**src/rtl/uart_pkg.sv**
```systemverilog
// Shared UART constants: byte width, frame timing in 16x baud ticks, and the
// default receive-FIFO sizing.
package uart_pkg;

    localparam int UART_DATA_W          = 8;
    localparam int UART_TICKS_PER_BIT   = 16;
    localparam int UART_BITS_PER_FRAME  = 10;
    localparam int UART_FRAME_TICKS     = UART_TICKS_PER_BIT * UART_BITS_PER_FRAME;
    localparam int UART_DEFAULT_DEPTH   = 16;
    localparam int UART_DEFAULT_THRESH  = 8;
    localparam int UART_DEFAULT_TIMEOUT = 4 * UART_FRAME_TICKS;

endpackage

```
**src/rtl/uart_fifo_mem.sv**
```systemverilog
// DEPTH x DATA_W storage: one synchronous write port and one asynchronous read port.
// Contents are deliberately not reset.
module uart_fifo_mem
    import uart_pkg::*;
#(
    parameter int DEPTH  = UART_DEFAULT_DEPTH,
    parameter int DATA_W = UART_DATA_W,
    parameter int ADDR_W = $clog2(DEPTH)
) (
    input  logic              clk,
    input  logic              wr_en,
    input  logic [ADDR_W-1:0] wr_addr,
    input  logic [DATA_W-1:0] wr_data,
    input  logic [ADDR_W-1:0] rd_addr,
    output logic [DATA_W-1:0] rd_data
);

    logic [DATA_W-1:0] mem_q [DEPTH];

    always_ff @(posedge clk) begin
        if (wr_en) begin
            mem_q[wr_addr] <= wr_data;
        end
    end

    assign rd_data = mem_q[rd_addr];

endmodule

```
**src/rtl/uart_rx_fifo.sv**
```systemverilog
// UART receive FIFO: never back-pressures the RX engine, show-ahead read port,
// sticky overrun and level interrupt. Define UART_RX_TIMEOUT_EN for the idle timeout.
module uart_rx_fifo
    import uart_pkg::*;
#(
    parameter int DEPTH         = UART_DEFAULT_DEPTH,
    parameter int DATA_W        = UART_DATA_W,
    parameter int THRESH        = UART_DEFAULT_THRESH,
    parameter int TIMEOUT_TICKS = UART_DEFAULT_TIMEOUT
) (
    input  logic                     clk,
    input  logic                     rst,
    input  logic                     baud_x16_tick,
    input  logic                     rx_in_valid,
    output logic                     rx_in_ready,
    input  logic [DATA_W-1:0]        rx_in_data,
    output logic                     rd_valid,
    output logic [DATA_W-1:0]        rd_data,
    input  logic                     rd_pop,
    input  logic                     ovr_clr,
    output logic [$clog2(DEPTH):0]   level,
    output logic                     overrun,
    output logic                     irq_level,
    output logic                     rx_timeout
);

    localparam int ADDR_W = $clog2(DEPTH);
    localparam int LVL_W  = ADDR_W + 1;
    localparam logic [LVL_W-1:0] THRESH_LVL = LVL_W'(THRESH);

    logic [LVL_W-1:0] wr_ptr_q, wr_ptr_d;
    logic [LVL_W-1:0] rd_ptr_q, rd_ptr_d;
    logic             ovr_q, ovr_d;
    logic             empty, full, pop_ok, wr_en, drop;

    assign empty  = (wr_ptr_q == rd_ptr_q);
    assign full   = ((wr_ptr_q ^ rd_ptr_q) == {1'b1, {ADDR_W{1'b0}}});
    assign pop_ok = rd_pop && !empty;
    // A pop in the same cycle frees the slot, so a full FIFO can still accept.
    assign wr_en  = rx_in_valid && (!full || pop_ok);
    assign drop   = rx_in_valid && full && !pop_ok;

    always_comb begin
        wr_ptr_d = wr_en  ? wr_ptr_q + 1'b1 : wr_ptr_q;
        rd_ptr_d = pop_ok ? rd_ptr_q + 1'b1 : rd_ptr_q;
        ovr_d    = ovr_q;
        if (ovr_clr) begin
            ovr_d = 1'b0;
        end
        if (drop) begin
            ovr_d = 1'b1;
        end
    end

    always_ff @(posedge clk or posedge rst) begin
        if (rst) begin
            wr_ptr_q <= '0;
            rd_ptr_q <= '0;
            ovr_q    <= 1'b0;
        end else begin
            wr_ptr_q <= wr_ptr_d;
            rd_ptr_q <= rd_ptr_d;
            ovr_q    <= ovr_d;
        end
    end

    uart_fifo_mem #(
        .DEPTH  (DEPTH),
        .DATA_W (DATA_W),
        .ADDR_W (ADDR_W)
    ) u_mem (
        .clk     (clk),
        .wr_en   (wr_en),
        .wr_addr (wr_ptr_q[ADDR_W-1:0]),
        .wr_data (rx_in_data),
        .rd_addr (rd_ptr_q[ADDR_W-1:0]),
        .rd_data (rd_data)
    );

    assign rx_in_ready = !rst;
    assign rd_valid    = !empty;
    assign level       = wr_ptr_q - rd_ptr_q;
    assign overrun     = ovr_q;
    assign irq_level   = (level >= THRESH_LVL);

`ifdef UART_RX_TIMEOUT_EN
    localparam logic [15:0] TIMEOUT_CNT = 16'(TIMEOUT_TICKS);

    logic [15:0] idle_q, idle_d;

    // Any line activity (even a dropped byte) or a read restarts the idle window.
    always_comb begin
        idle_d = idle_q;
        if (empty || rx_in_valid || pop_ok) begin
            idle_d = '0;
        end else if (baud_x16_tick && (idle_q != TIMEOUT_CNT)) begin
            idle_d = idle_q + 16'd1;
        end
    end

    always_ff @(posedge clk or posedge rst) begin
        if (rst) begin
            idle_q <= '0;
        end else begin
            idle_q <= idle_d;
        end
    end

    assign rx_timeout = (idle_q == TIMEOUT_CNT) && rd_valid;
`else
    localparam int unused_timeout_ticks = TIMEOUT_TICKS;
    logic unused_tick;

    assign unused_tick = baud_x16_tick;
    assign rx_timeout  = 1'b0;
`endif

endmodule
```
**config.mk**
```make
export PLATFORM = sky130hd
export DESIGN_NAME = uart_rx_fifo
export DESIGN_NICKNAME = d
export VERILOG_FILES = /design/src/rtl/uart_pkg.sv /design/src/rtl/uart_fifo_mem.sv /design/src/rtl/uart_rx_fifo.sv
export SDC_FILE = /design/constraint.sdc
export NUM_CORES = 1
export LEC_CHECK = 0
export BUFFER_PORTS_ARGS = -buffer_cell sky130_fd_sc_hd__buf_2
export CORE_ASPECT_RATIO = 0.75
export CORE_MARGIN = 10
export CORE_UTILIZATION = 34
export DETAILED_ROUTE_END_ITERATION = 12
export PLACE_DENSITY_LB_ADDON = 0.05
export SLEW_MARGIN = 15
export SYNTH_ARGS = -nofsm -noshare
export SYNTH_HDL_FRONTEND = slang
export SYNTH_SLANG_ARGS = --single-unit
```
**constraint.sdc**
```tcl
create_clock -name clk -period 3.2 [get_ports clk]
set_input_delay 0.16 -clock clk [delete_from_list [all_inputs] [get_ports clk]]
set_output_delay 0.16 -clock clk [all_outputs]
set_load 0.05 [all_outputs]
```
### After elaboration in Yosys (flattened, before gate mapping)

Memory sizes are Yosys's and may differ from the RTL's.
Index checks and enable logic that the tools add are counted.

* register bits: 11
* bits in latches: 0
* bits in writable memories: 128
* ROM bits: 0
* input port bits: 14
* output and inout bits: 18
* logic and storage cells: 25
* memories: 1

* $add $sub $neg: 3
* multipliers: 0
* div/mod/pow operators: 0
* order comparisons: 1
* equal/unequal tests: 2
* shift operators: 0
* multiplexer cells: 4
* bitwise logic cells: 1
* reduce and logical (&&, ||, !) cells: 10

Memory list
* u_mem.mem_q: depth 16, width 8, read ports 1, clocked after Yosys merged registers in 0, wr ports 1, RTL line uart_fifo_mem.sv:18 `logic [DATA_W-1:0] mem_q [DEPTH];`

Operators with widths (count)
* adder 5 x 1 -> 5 bit, second input constant: 2
* equality test 5 bit: 1
* equality test 5 bit, second input constant: 1
* >= comparator 5 x 4 -> 1 bit, second input constant: 1
* subtractor 5 bit: 1
* XOR 5 bit: 1
* logical AND 1 bit: 4
* zero test 1 bit: 4
* 2-to-1 mux 1 bit: 4
* nonzero test 2 bit: 1
* logical OR 1 bit: 1

### Longest topological paths before layout

Gate-level depths: netlist (run 1).

* word-level depth: 7
* depth in mapped cells: 9
* gate-level depth less buffers: 8

### By module

Synthesis (run 1) repeated with hierarchy kept, for this count alone.

* cells, all modules: 296
* area total of the unflattened synthesis: 5755.5 um^2

Modules (own cells, without submodules)
* uart_fifo_mem: times used 1, cells each 221, area each 4987.3 um^2, seq. area each 3843.7 um^2
* uart_rx_fifo: times used 1, cells each 75, area each 768.2 um^2, seq. area each 275.3 um^2

### Worst setup path after synthesis (run 1)

OpenSTA, ideal clock, no wires.

* kind: register to output
* start: reg rd_ptr_q[1]
* end: out irq_level
* data arrival time: 2724 ps
* required time: 3040 ps
* slack: 316 ps
* cell stages (with the launch flop): 9
* buffers on the path: 2
* cell sequence: dfrtp_1 buf_2 clkbuf_1 inv_2 fa_1 a21o_1 a21oi_1 xnor2_1 o21bai_1

* longest elaborated chain between the ends: 2

RTL lines
* from (decl): RTL line uart_rx_fifo.sv:32 `logic [LVL_W-1:0] rd_ptr_q, rd_ptr_d;`
* from (signal assigned): RTL line uart_rx_fifo.sv:62 `rd_ptr_q <= rd_ptr_d;`
* subtractor 5 bit: RTL line uart_rx_fifo.sv:82 `assign level = wr_ptr_q - rd_ptr_q;`
* via level[4]: RTL line uart_rx_fifo.sv:21 `output logic [$clog2(DEPTH):0] level,`
* >= comparator 5 x 4 -> 1 bit: RTL line uart_rx_fifo.sv:84 `assign irq_level = (level >= THRESH_LVL);`
* to (decl): RTL line uart_rx_fifo.sv:23 `output logic irq_level,`

The timed path passes the listed nets, and every way through them passes these cells.

### Worst setup path in the final report (run 1)

* start: reg rd_ptr_q[0]
* end: out rd_data[1]

* longest elaborated chain between the ends: 1

RTL lines
* memory (16 x 8 bit)
* to (decl): RTL line uart_rx_fifo.sv:18 `output logic [DATA_W-1:0] rd_data,`

No other way between the ends.

==> metrics.sh, run 1 <==
STATUS='complete, no violations'
CTS.ROOT.BUFFER_CELL='clkbuf_16'
SETUP-VIOLATIONS-FINAL=0
SYNTH-COMPOUND-AREA-SHARE_PCT=3.21
WORST_REG_TO_REG_PATH_CELL_COUNT=6
FP.COREAREA_UM2=16100
SYNTH.TOP_CELL.AREA_SHARE_PCT=68.5
PLACE_CONGESTION=0.719
WORST_PATH_ARRIVAL_TIME_NS=2.61
CRIT_SLOWEST_CELL='buf_4'
FINAL_CRITICAL_PATH_SETUP_SLACK_NS=0.427
TRITONCTS='yes'
MOSTFREQUENTLAYOUTCELL='edfxtp_1'
MET2_LENGTH_MM=5.71
VIA_COUNT=2744
GRT_SETUP_UNREPAIRED='false'
DRT_DRC_VIOLATIONS_LEFT=0
P_PER_AREA_nW_PER_UM2=1060
SYNTH_SIMPLE_GATE_AREA_SHARE_PCT=3.84
SYNTHADDERAREAFRAC_PCT=2.36
ROUTE.DETAILED.VIAS_PER_INST=4.87
SYNTHESIS_TO_LAYOUT_AREA_GROWTH_PCT=17.2
GRT_ANTENNA_BEFORE_REPAIR=0
TIMING.CRITICAL_PATH.CELLS='buf_4, mux4_2, a22oi_1, nand2_1, buf_2'
MULTI_INPUT_AREA_UM2=1380
PERIOD_NEEDED_NS=2.77
CTS_INSERTED_BUFFERS=17
GRT_START_MAX_NET_PINS=36
YOSYSUNIQUECELLTYPES=36
SYNTH_AREA_PER_CELL_UM2=19.4
NUMBER_OF_GLOBAL_ROUTE_VIAS_BEFORE_REPAIR=3105
NUM-NETS-FINAL=364
DETAILED_PLACE.AREA_UM2=6040
IO_PINS=32
NUMBER_OF_DETAILED_ROUTE_ITERATIONS_IN_THE_FIRST_PASS=4
SYN-CELL-AREA_UM2=5610
TIMING.SETUP.CRITICAL_PATH_CLASS='register to primary output'
GRT_OVERFLOW_TOTAL=0
MAXCAPVIOLCOUNT=0
CTS.REPAIR_TIMING.SETUP_BUFFER_COUNT=0
NUM_ANTENNA_CELLS=0
DRIVE_ABOVE_1_SHARE_PCT=28.6
MET3_WIRELENGTH_UM=545
DRTANTENNAVIOLNETS=0
CLK_PATH_BUF_DEPTH=2
GRT_FIRST_PASS_WIRELENGTH_MM=19.3
SETUP_TOTAL_NEGATIVE_SLACK_NS=0
CRIT_REQUIRED_NS=3.04
FLOORPLAN.DIE.WIDTH_UM=168
WORSTHOLDPATHTYPE='input port to register'
MIN_DELAY_PATH_DEPTH=3
FLOORPLAN_ROW_COUNT=40
MOSTFREQUENTLAYOUTCELLS='edfxtp_1 (128), mux4_2 (32), buf_2 (29)'
SLEW_AT_THE_PIN_CLOSEST_TO_ITS_MAX_SLEW_LIMIT_NS=1.03
GRT_USE_TOTAL_PCT=11.7
WORSTPATHMAXFANOUT=35
SLEW_HEADROOM_PCT=30.8
POST-PLACE-WS_NS=0.401
POST_SYNTHESIS_MUX_AREA_SHARE_PCT=13.2
DIE_Y_UM=131
POWER.IR.VDD_WORST_mV=0.475
NUM-FILL-CELLS=1457
SEQ_POWER_SHARE_PCT=33.3
PWR-SHARE-COMB_PCT=41.8
HIGHEST-SIGNAL-LAYER='met4'
CLOCK_SINK_COUNT=139
H-TREE-DEPTH=4
IO_BUFFERS=29
CRITPATHLAUNCHTYPE='register'
LAYOUT_WORST_PATH_CYCLE_SHARE_PCT=86.7
FFS_LATCHES_SYNTH=139
END_KIND='primary output'
POST_CTS.RESIZED_INSTANCES=0
HOLD_VIOLATIONS=0
CLKPWRFRAC_PCT=24.9
SYN_INST=290
CLKTRANSATPATHREGS_NS=0.05
SW_FRAC_OF_TOTAL_PCT=39.3
SYNTH-XOR-AREA-SHARE_PCT=1.87
SYNTH_NETS=314
DRTITER0DRC=145
HIGHEST_ACHIEVABLE_CLOCK_RATE_GHz=0.361
DRT-TOTAL-WL_MM=12.4
STORAGE_CELL_AREA_UM2=4120
YOSYS_WARNINGS=0
ROUTE.DETAILED.WL_PER_INST_UM=22.0
NETSWITCHINGPOWER_mW=2.73
FINALMAXSLEWVIOLATIONS=0
MAIN_COMBINATIONAL_CELL_FAMILY_BY_AREA_AFTER_SYNTHESIS='multiplexers'
FIN_AREA_UM2=6580
MAX_STAGE_DELAY_NS=0.59
SYNTH_SEQ_AREA_SHARE_PCT=73.4
INITIAL_UTILIZATION_PCT=34.8
P_LEAK_nW=2.24
M1_WIRE_LENGTH_MM=5.99
DIE-AREA_UM2=22100
WORST_SKEW_PAIR.LATE_LATENCY_NS=0.41
DPL.HPWL_MM=7.75
P_INT_mW=4.22
YOSYSTOPAREACELL='edfxtp_1'
SYNTH_TOP_CELLS_BY_AREA='edfxtp_1 (68%), mux4_2 (13%), dfrtp_1 (4.9%)'
TIMING.CLOCK.SKEW_NS=0.00828
-- worst paths after layout --
kind,from,endpoint,slack (ns)
setup / recovery,rd_ptr_q[0],rd_data[1],0.43
setup reg to reg,rd_ptr_q[2],u_mem.mem_q[6][2],0.45
hold / removal,rx_in_valid,overrun,0.08
max in group asynchronous,rst,rd_ptr_q[0],2.55
min in group asynchronous,rst,wr_ptr_q[1],0.30
hold reg to reg,overrun,overrun,0.53
-- state kept, by name, indices dropped and copies added, names as in the netlist --
register,flops
overrun,1
rd_ptr_q,5
u_mem.mem_q,128
wr_ptr_q,5
-- logic make-up after synthesis --
logic type,after synthesis
AO/OA/AOI/OAI,24
adder cells (fa/ha/maj),10
multiplexers,34
buffers and inverters,23
XOR/XNOR,12
AND/OR/NAND/NOR,47
other,1
flip-flops,139
-- Yosys cell counts --
library cell and count:
nand2b_1 3, buf_6 2, nor3_1 4, o21bai_1 1, nand2_1 9, nand4_1 2
a21oi_1 1, clkbuf_1 3, conb_1 1, nor2_1 18, o21ai_1 1, a21o_1 1
nand3_1 6, o311ai_2 1, xor2_1 3, a21boi_0 1, buf_2 3, nor3b_1 1
or3_1 1, o21ai_0 1, fa_1 1, nand2_2 1, and3_1 1, a22oi_1 16
dfrtp_1 11, xnor2_1 9, nor2b_1 1, mux4_2 32, edfxtp_1 128, inv_2 2
ha_1 9, o22ai_1 1, mux2_1 2, buf_1 2, inv_1 9, buf_4 2
-- routing by layer --
layer / global-route usage [%] / vias to the layer above
li1: - / 1259
met4: 3.76 / 0
met1: 15.5 / 1412
met2: 18.1 / 61
met3: 3.34 / 12
met5: 0 / -
-- power groups by stage --
stage                     Sequential, mW  Clock (mW)  Combinational (mW)
after CTS                           2.32        1.78                2.98
final                               2.31        1.73                2.91
after global placement              2.35           0                2.98
after detailed placement            2.35           0                2.97
after global routing                2.34        1.86                3.16
after floorplan                     2.34           0                2.22
-- worst max-delay path: cells and delay by family, from the launching register on --
family                 cells  cell delay, ns
AOI/OAI and AO/OA          1            0.30
buffers and inverters      2            0.82
DFF                        1            0.35
muxes                      1            0.59
and+or+nand+nor            1            0.12
-- layout make-up --
cell class	instances	share of cell area, %
Inverter	11	0.628
Clock inverter	12	1.24
Sequential cell	139	62.6
Tap cell	210	3.99
Timing Repair Buffer	43	3.88
Multi-Input combinational cell	128	21.0
Clock buffer	20	6.64
-- repair_timing --
item                                   4_1_cts  5_1_grt
hold buffers                                 2        0
endpoints found under the hold margin       12        0
setup endpoints to repair                    0        0
-- per-stage QoR --
stage               util (%)  std cells  hold slack, ns  power (mW)
finish                  40.8        563          0.0755        6.95
global route            40.8        563          0.0766        7.36
CTS                     40.8        563          0.0566        7.08
detailed placement      37.5        529           0.213        5.32
global placement        37.5        529           0.211        5.32
floorplan                  -        290           0.184        4.56
Power figures use the tool's default switching activity.
==> inputs of run 2 (changes only) <==
--- a/config.mk
+++ b/config.mk
@@ -7,10 +7,11 @@
 export LEC_CHECK = 0
 export BUFFER_PORTS_ARGS = -buffer_cell sky130_fd_sc_hd__buf_2
 export CORE_ASPECT_RATIO = 0.75
-export CORE_MARGIN = 10
+export CORE_MARGIN = 5
 export CORE_UTILIZATION = 34
 export DETAILED_ROUTE_END_ITERATION = 12
 export PLACE_DENSITY_LB_ADDON = 0.05
+export REMOVE_ABC_BUFFERS = 1
 export SLEW_MARGIN = 15
 export SYNTH_ARGS = -nofsm -noshare
 export SYNTH_HDL_FRONTEND = slang
==> run 2 against run 1 <==
  * Sequential share of layout area shrank 1.0 points
  * Critical path depth is the same
  * Total power grew 5.5%
  * Via count grew 1.1%
  * Non-clock buffer count shrank 1
  * Die area shrank 13%
  * Worst hold slack lost 0.018 ns
  * Clock skew grew 0.00050 ns
  * Cell area grew 1.6%
  * Clock power grew 21%
  * Wire length grew 1.4%
==> metrics.sh, run 2 (synthesis gave the netlist of run 1 again) <==
STATUS='complete, no violations'
SETUP-VIOLATIONS-FINAL=0
CTS.ROOT.BUFFER_CELL='clkbuf_16'
PERIOD_NEEDED_NS=2.82
MOSTFREQUENTLAYOUTCELLS='edfxtp_1 (128), mux4_2 (32), buf_2 (29)'
CRITPATHLAUNCHTYPE='register'
LARGEST_REG_FLOPS=128
GROUTE.LAYER.MET3.USAGE_PCT=4.10
SLEW_AT_THE_PIN_CLOSEST_TO_ITS_MAX_SLEW_LIMIT_NS=1.06
NUMBER_OF_DETAILED_ROUTE_ITERATIONS_IN_THE_FIRST_PASS=4
GLOBAL_ROUTING_MET2_RESOURCE_UTILIZATION_PCT=20.4
ROUTE.DETAILED.VIAS_PER_INST=4.94
P_LEAK_nW=2.28
NUM-FILL-CELLS=1455
DRT_DRC_VIOLATIONS_LEFT=0
TIMING.CLOCK.SKEW_NS=0.00878
CTS_INSERTED_BUFFERS=17
SYNTHESIS_TO_LAYOUT_AREA_GROWTH_PCT=19.1
WORST_SKEW_PAIR.LATE_LATENCY_NS=0.41
WORSTPATHMAXFANOUT=35
MOSTFREQUENTLAYOUTCELL='edfxtp_1'
PLACE_CONGESTION=0.704
POWER.IR.VDD_WORST_mV=0.722
CLK_PATH_BUF_DEPTH=2
P_PER_AREA_nW_PER_UM2=1100
IO_PINS=32
WORST_PATH_ARRIVAL_TIME_NS=2.66
GRT_ANTENNA_BEFORE_REPAIR=0
WORSTHOLDPATHTYPE='input port to register'
DRIVE_ABOVE_1_SHARE_PCT=29.8
DRTANTENNAVIOLNETS=0
H-TREE-DEPTH=4
LAYOUT_WORST_PATH_CYCLE_SHARE_PCT=88.2
LARGESTREGISTERS='u_mem.mem_q (128), rd_ptr_q (5), wr_ptr_q (5)'
DRT-TOTAL-WL_MM=12.6
FP.COREAREA_UM2=16100
NUMBER_OF_GLOBAL_ROUTE_VIAS_BEFORE_REPAIR=2890
HIGHEST_ACHIEVABLE_CLOCK_RATE_GHz=0.354
DIE-AREA_UM2=19200
END_KIND='primary output'
ROUTE.DETAILED.WL_PER_INST_UM=22.4
INITIAL_UTILIZATION_PCT=34.8
NUM_ANTENNA_CELLS=0
LAYOUT.CELLS.NON_FILLER=562
DRTITER0DRC=125
GRT_FIRST_PASS_WIRELENGTH_MM=18.9
POST_CTS.RESIZED_INSTANCES=0
NUM-NETS-FINAL=363
DIE_Y_UM=121
CRIT_REQUIRED_NS=3.04
TOTAL_INSTANCE_COUNT_AFTER_DETAILED_PLACEMENT=528
TRITONCTS='yes'
FLOORPLAN.DIE.WIDTH_UM=158
FINALPOWER_mW=7.34
CLOCK_SINK_COUNT=139
GRT_USE_TOTAL_PCT=14.2
IO_BUFFERS=29
SLEW_HEADROOM_PCT=29.1
SETUP_TOTAL_NEGATIVE_SLACK_NS=0
MAXCAPVIOLCOUNT=0
GRT_START_MAX_NET_PINS=36
TIMING.SETUP.CRITICAL_PATH_CLASS='register to primary output'
FLOORPLAN_ROW_COUNT=40
GRT_OVERFLOW_TOTAL=0
CLKTRANSATPATHREGS_NS=0.06
DPL.HPWL_MM=8.06
GRT_SETUP_UNREPAIRED='false'
FINALMAXSLEWVIOLATIONS=0
GRT_MOST_USED_LAYER='met1'
VIA_COUNT=2775
HOLD_VIOLATIONS=0
MAX_FLOP_REGISTER='u_mem.mem_q'
GRTUSAGEMET1_PCT=20.8
==> run 2: changes by cell type in the layout (fill, tap and decap cells not counted) <==
cell and delta:
bufinv_16 +4, buf_4 -1, clkinv_2 -2, clkinv_4 +1
clkinvlp_4 +2, clkinv_1 -5
==> run 2: final cells by class <==
| cell class | instances | area [um2] | share of cell area, % |
|---|---|---|---|
| clock inverter | 12 | 196 | 2.94 |
| timing repair buffer | 42 | 248 | 3.71 |
| tap | 210 | 263 | 3.93 |
| inverter | 11 | 41.3 | 0.618 |
| sequential | 139 | 4120 | 61.6 |
| multi-input combinational | 128 | 1380 | 20.6 |
| clock buffer | 20 | 437 | 6.53 |
==> run 2: routing by layer <==
| metal | routed length [um] | share of wire, % | up-vias |
|---|---|---|---|
| li1 | - | - | 1256 |
| met1 | 6280 | 50 | 1470 |
| met2 | 5740 | 46 | 39 |
| met3 | 397 | 3.2 | 10 |
| met4 | 146 | 1.2 | 0 |
| met5 | 0 | 0 | - |
==> run 2: final timing paths <==
kind | start | end | slack [ns] | cells past startpoint
max reg2reg | rd_ptr_q[2] | u_mem.mem_q[6][0] | 0.54 | 6
min reg2reg | overrun | overrun | 0.53 | 2
min in group asynchronous | rst | wr_ptr_q[4] | 0.31 | 3
min | rx_in_valid | overrun | 0.06 | 3
max | rd_ptr_q[0] | rd_data[3] | 0.38 | 5
max in group asynchronous | rst | rd_ptr_q[0] | 2.53 | 3
==> run 2: repair_timing <==
| action | CTS | global route |
|---|---|---|
| endpoints found under the hold margin | 12 | 0 |
| buffers inserted | 0 | 0 |
| hold buffers | 2 | 0 |
==> run 2: per-stage QoR <==
step / hold WS [ns] / instance area, um2 / worst slack, ns / util, %
after detailed placement: 0.207 / 6030 / 0.530 / 37.4
final: 0.0574 / 6690 / 0.379 / 41.5
after floorplan: 0.184 / 5540 / -0.579 / -
after global placement: 0.214 / 6030 / 0.547 / 37.4
after CTS: 0.0318 / 6690 / 0.308 / 41.5
after global routing: 0.0587 / 6690 / 0.215 / 41.5
==> run 2: critical path, stage by stage, from the launching register on <==
cell	delay, ns
dfrtp_2	0.36
buf_4	0.59
mux4_2	0.58
a22oi_1	0.32
nand2_1	0.12
buf_2	0.23
==> run 2: power breakdown <==
| group | internal (mW) | leakage [nW] | switching, mW |
|---|---|---|---|
| Clock | 1.38 | 0.302 | 0.720 |
| Combinational | 0.948 | 0.695 | 1.95 |
| Sequential | 2.22 | 1.29 | 0.116 |
| Total | 4.55 | 2.28 | 2.79 |
